$ cat src/rtl/core_bus_arbiter.sv
// core_bus_arbiter: merges ibus and dbus Avalon-MM masters onto one slave port.
// Optional: define ARB_DBUS_PRIORITY_EN to give dbus fixed priority on ties.
package core_bus_pkg;

  typedef struct packed {
    logic        read;
    logic        write;
    logic [31:0] address;
    logic [31:0] writedata;
    logic [3:0]  byte_enable;
  } avalon_req_t;

  typedef struct packed {
    logic        waitrequest;
    logic [31:0] readdata;
    logic        readdatavalid;
  } avalon_resp_t;

endpackage

module core_bus_arbiter
  import core_bus_pkg::*;
#(
  parameter int READ_LATENCY = 1
) (
  input  logic         clk,
  input  logic         rst,
  input  avalon_req_t  ibus_avalon_req,
  output avalon_resp_t ibus_avalon_resp,
  input  avalon_req_t  dbus_avalon_req,
  output avalon_resp_t dbus_avalon_resp,
  output avalon_req_t  mem_avalon_req,
  input  avalon_resp_t mem_avalon_resp,
  output logic         arb_grant_dbus
);

  typedef enum logic [1:0] {
    ARB_FREE,
    ARB_LOCK_I,
    ARB_LOCK_D
  } arb_state_t;

  arb_state_t state;
  arb_state_t state_nxt;

  logic last_grant;
  logic tie_grant;
  logic grant;
  logic i_act;
  logic d_act;
  logic g_act;
  logic accept;
  logic rd_accept;
  logic mem_wait;
  logic pipe_out_vld;
  logic pipe_out_own;

  logic [READ_LATENCY-1:0] pipe_vld;
  logic [READ_LATENCY-1:0] pipe_own;

  avalon_req_t g_req;

  assign i_act    = ibus_avalon_req.read | ibus_avalon_req.write;
  assign d_act    = dbus_avalon_req.read | dbus_avalon_req.write;
  assign mem_wait = mem_avalon_resp.waitrequest;

`ifdef ARB_DBUS_PRIORITY_EN
  assign tie_grant = 1'b1;
`else
  assign tie_grant = ~last_grant;
`endif

  // Grant owner: forced while locked, otherwise picked from active masters.
  always_comb begin
    grant = last_grant;
    unique case (state)
      ARB_LOCK_I: grant = 1'b0;
      ARB_LOCK_D: grant = 1'b1;
      default: begin
        if (i_act && d_act) begin
          grant = tie_grant;
        end else if (d_act) begin
          grant = 1'b1;
        end else if (i_act) begin
          grant = 1'b0;
        end
      end
    endcase
  end

  assign g_req     = grant ? dbus_avalon_req : ibus_avalon_req;
  assign g_act     = grant ? d_act : i_act;
  assign accept    = g_act & ~mem_wait;
  assign rd_accept = accept & g_req.read;

  assign arb_grant_dbus = grant;

  // Lock FSM next state: hold the owner while the slave stalls its command.
  always_comb begin
    state_nxt = state;
    unique case (state)
      ARB_FREE: begin
        if (g_act && mem_wait) begin
          state_nxt = grant ? ARB_LOCK_D : ARB_LOCK_I;
        end
      end
      ARB_LOCK_I, ARB_LOCK_D: begin
        if (!mem_wait) begin
          state_nxt = ARB_FREE;
        end
      end
      default: state_nxt = ARB_FREE;
    endcase
  end

  // Lock state register.
  always_ff @(posedge clk or posedge rst) begin
    if (rst) begin
      state <= ARB_FREE;
    end else begin
      state <= state_nxt;
    end
  end

  // Remember who won the last accepted command for round-robin.
  always_ff @(posedge clk or posedge rst) begin
    if (rst) begin
      last_grant <= 1'b1;
    end else if (accept) begin
      last_grant <= grant;
    end
  end

  // Read-return pipe: one slot per cycle, tagged with the issuing master.
  always_ff @(posedge clk or posedge rst) begin
    if (rst) begin
      pipe_vld <= '0;
      pipe_own <= '0;
    end else begin
      pipe_vld[0] <= rd_accept;
      pipe_own[0] <= grant;
      for (int i = 1; i < READ_LATENCY; i++) begin
        pipe_vld[i] <= pipe_vld[i-1];
        pipe_own[i] <= pipe_own[i-1];
      end
    end
  end

  assign pipe_out_vld = pipe_vld[READ_LATENCY-1];
  assign pipe_out_own = pipe_own[READ_LATENCY-1];

  // Shared command: granted master's request, zero when it is idle.
  // A read+write command is issued as a plain read.
  always_comb begin
    mem_avalon_req = '0;
    if (g_act) begin
      mem_avalon_req       = g_req;
      mem_avalon_req.write = g_req.write & ~g_req.read;
    end
  end

  // Master responses: stall the loser, route readdatavalid to its owner.
  always_comb begin
    ibus_avalon_resp = '0;
    dbus_avalon_resp = '0;
    ibus_avalon_resp.readdata = mem_avalon_resp.readdata;
    dbus_avalon_resp.readdata = mem_avalon_resp.readdata;
    ibus_avalon_resp.waitrequest = grant ? i_act : mem_wait;
    dbus_avalon_resp.waitrequest = grant ? mem_wait : d_act;
    ibus_avalon_resp.readdatavalid =
      mem_avalon_resp.readdatavalid & pipe_out_vld & ~pipe_out_own;
    dbus_avalon_resp.readdatavalid =
      mem_avalon_resp.readdatavalid & pipe_out_vld & pipe_out_own;
  end

`ifndef SYNTHESIS
  // A slave return with no read outstanding is dropped; flag it in sim.
  a_orphan_rdv : assert property (
    @(posedge clk) disable iff (rst)
    mem_avalon_resp.readdatavalid |-> pipe_out_vld
  ) else $error("orphan readdatavalid from slave");
`endif

endmodule
$ cat config.mk
export PLATFORM = sky130hd
export DESIGN_NAME = core_bus_arbiter
export DESIGN_NICKNAME = d
export VERILOG_FILES = /design/src/rtl/core_bus_arbiter.sv
export SDC_FILE = /design/constraint.sdc
export NUM_CORES = 1
export LEC_CHECK = 0
export BUFFER_PORTS_ARGS = -buffer_cell sky130_fd_sc_hd__buf_2
export CORE_AREA = 2 2 122 124
export DETAILED_ROUTE_END_ITERATION = 10
export DIE_AREA = 0 0 124 126
export REMOVE_ABC_BUFFERS = 1
export SLEW_MARGIN = 20
export SYNTH_ARGS = -nofsm -noshare
export SYNTH_HDL_FRONTEND = slang
export SYNTH_SLANG_ARGS = --single-unit
$ cat constraint.sdc
create_clock -name clk -period 5.45 [get_ports clk]
set_input_delay 1.09 -clock clk [delete_from_list [all_inputs] [get_ports clk]]
set_output_delay 1.09 -clock clk [all_outputs]
set_load 0.005 [all_outputs]
==> After elaboration in Yosys (flattened, before gate mapping) <==
Index checks and enable logic that the tools add are counted.
{ "op_classes": {"eq_ne": 4, "mux": 13, "bitwise_logic": 12, "n_reduce_logical": 5} }
{ "ops": {"columns": ["operator", "n"], "rows": [
  ["$mux W70", 2],
  ["$and A1 B1 Y1", 6],
  ["$mux W1", 6],
  ["$mux W2", 3],
  ["$ne A2 B2 Y1 const B", 2],
  ["$not A1 Y1", 4],
  ["$pmux W2 S2", 1],
  ["$eq A2 B1 Y1 const B", 1],
  ["$eq A2 B2 Y1 const B", 1],
  ["$logic_and A1 B1 Y1", 2],
  ["$logic_not A2 Y1", 1],
  ["$or A1 B1 Y1", 2],
  ["$pmux W1 S2", 1],
  ["$reduce_and A2 Y1", 1],
  ["$reduce_or A2 Y1", 1]
]} }
{ "word_totals": {"register_bits": 5, "in_bits": 176, "output_inout_bits": 139, "word_cells": 38} }

==> Logic depth before layout (Yosys ltp) <==
{ "depth": {"ltp_word": 9, "mapped_depth": 7, "mapped_depth_nobuf": 5} }

==> Worst setup path after synthesis <==
Ideal clock, no wire load.
{ "synth_timing": {"path_kind": "input to output", "startpoint": "input ibus_avalon_req[69] (netlist name)", "endpoint": "output mem_avalon_req[47] (netlist name)", "arrival_ns": 2.139, "required_ns": 4.360, "slack_ns": 2.221, "stages": 5, "n_path_buf": 2, "cell_sequence": "o21a_1 a221oi_2 buf_2 clkbuf_4 mux2i_1"} }
{ "synth_rtl": {"columns": ["element", "line_no", "rtl"], "rows": [
  ["start, declared", "28", "input avalon_req_t ibus_avalon_req,"],
  ["end, declared", "32", "output avalon_req_t mem_avalon_req,"]
]} }

==> metrics <==
gr ovfl total 0; worst r2r src state[1]; met3 WL 1.960 mm; Max H-tree Level 1; Die Area 0.01562 mm^2; Slew headroom 0.3581; CP endpoint kind output pin; Num CTS Buffers 3; Vias/cell 4.985; FF-to-FF path depth 4; worst hold path class reg -> reg; post-synth design cell area 0.002766 mm^2; Setup crit end mem_avalon_req[52]; R2R Path End pipe_out_own; Pleak 1.974 nW; Core ar. 0.01431 mm^2; Final Skew 0.001458 ns; clk buf depth 2; GPL Wtd Cong 0.7854; design area 0.003462 mm^2; post-DP HPWL 8.686 mm; status completed; Max Fclk 0.2351 GHz; first-pass GRT wire length 15.93 mm; CTS clk-pin slew, worst paths 0.03 ns; Placed Cells 659; 1st-pass router iterations 6; IO Pins 315; post-synthesis instance total 366; Port Buf Inserts 218; Fin. Hold Viols 0; share of post-route cells with drive strength above 1 0.4948; Pwr per Cell Area 588.0 mW/mm^2; CTS tree yes; final-report setup violation count 0; DR WL met2 4.433 mm; RSZ-0062 raised after global routing false; via count 3310; data required time of the worst path 4.36 ns; Filler cells 1602; width of the chip 124 um; Area growth syn-to-layout 25.15%; cts repair resizes 0; Global Route Usage Sum 0.1311; 1st-iter DRT viols 169; r2r setup slk 3.49 ns; Post-CTS Setup Inserts 0; final WL 11.57 mm; fin crit period 4.253 ns; Maximum Capacitance Violations 0; synthesized flop and latch total 5; wire per inst 17.42 um; Finished Layout Cells 664; synth unique cells 34; Metal-1 WL 5.029 mm; most frequent cells in the layout 218 x buf_2, 136 x nand4_1, 71 x mux2i_1, 6 x nor2_1, 6 x buf_4; critical path class in -> out; CTS sink cnt 5; Skew-Pair Late Insertion Delay 0.23 ns; total power 2.036 mW; Root Buffer Master clkbuf_16; DP Area 0.003379 mm^2; Final Worst Setup Slack 1.197 ns; Critical Path Source dbus_avalon_req[69]; maximum vdd drop 0.0002372 V; DRC Markers 0; Critical Path Source Type input port; Final Cycle Share 0.7803; sequential area share after synthesis 0.04568; largest fanout on the critical path 72; final core utilization 0.2419; CTS Hold Bufs 0; Yosys warnings 0; WP data arrival 3.16 ns; die height 126 um; worst hold slack 0.5037 ns; post-detailed-route count of antenna-violating nets 0; vias in the first global route 2832; setup_tns 0 ns; pins over their slew limit 0; DP Worst Slack 1.253 ns; Final nets 658; syn_area_per_cell 7.558 um^2; initial core utilization 0.1933; largest net degree at the start of global routing 98; initial antenna violation count 1; worst slew pin tran 0.9629 ns; commonest non-fill, non-tap cell in the layout buf_2; row cnt 44; Top Layer Used met5
==> synth_stat cells <==
cell	count	area [um^2]
mux2i_1	71	710.7
a31oi_2	1	12.51
o21ai_0	1	5.000
clkbuf_1	12	45.04
a2bb2oi_1	1	8.760
clkbuf_4	1	7.510
a22o_1	1	8.760
and3_1	1	6.260
a21oi_1	2	10.01
nor3_1	2	10.01
buf_6	11	123.9
buf_4	72	540.5
o2bb2ai_1	1	8.760
nor2_1	6	22.52
or2_1	1	6.260
inv_1	5	18.77
nand4bb_1	1	11.26
dfrtp_1	4	100.1
buf_1	1	3.750
or4_4	1	11.26
a221oi_2	1	15.01
buf_2	20	100.1
or4b_4	1	13.76
ha_1	2	25.02
and3b_1	1	8.760
nand2b_1	1	6.260
nor2b_1	1	6.260
nand3_1	1	5.000
o221a_2	1	11.26
a21boi_0	1	7.510
nand2_1	1	3.750
o21a_1	2	15.01
dfstp_2	1	26.28
nand4_1	136	850.8
==> cell type report <==
cell class	instances	area, um^2	area share
diodes	1	2.502	0.0007228
inverters	5	18.77	0.005421
flip-flops and latches	5	126.4	0.03650
multi-input cells	239	1828	0.5280
repair buffers	226	1176	0.3397
clock buffers	3	75.07	0.02168
well taps	184	230.2	0.06650
clock inverters	1	5.005	0.001446
==> per-layer routing <==
layer,global-route usage,up-vias
li1,-,1592
met1,0.1724,1470
met2,0.1710,234
met3,0.09511,12
met4,0.01520,2
met5,0.06579,-
==> state kept, by name, indices dropped and copies added, names as in the netlist <==
signal and cells:
state 2, last_grant 1, pipe_out_own 1, pipe_out_vld 1
==> kinds of logic after synthesis <==
| kind of cell | count (synthesis) | synth area share |
|---|---|---|
| fa+ha+maj | 2 | 0.009044 |
| mux | 71 | 0.2569 |
| flops | 5 | 0.04568 |
| buf+inv | 122 | 0.3035 |
| simple gates | 154 | 0.3478 |
| compound gates | 12 | 0.03708 |
==> worst min path at each step <==
stage               startpoint       end  slack [ns]  cells past startpoint
floorplan             state[0]  state[0]        0.46                      1
detailed placement    state[0]  state[0]        0.50                      1
global route          state[0]  state[0]        0.53                      1
global placement      state[0]  state[0]        0.49                      1
finish                state[0]  state[0]        0.50                      1
CTS                   state[0]  state[0]        0.51                      1
==> power breakdown <==
group / leakage (nW) / internal (mW) / switching, mW / total, mW
clock: 0.0409 / 0.0960 / 0.0261 / 0.122
combinational: 1.87 / 0.921 / 0.919 / 1.84
sequential: 0.0614 / 0.0591 / 0.0150 / 0.0741
==> critical path, stage by stage <==
cell and delay [ns]:
buf_2 0.13, nand4bb_4 0.15, buf_4 0.53, buf_4 0.69
nand4_1 0.19, mux2i_1 0.18, buf_2 0.14
No activity file was read; power rests on OpenSTA's default activity.
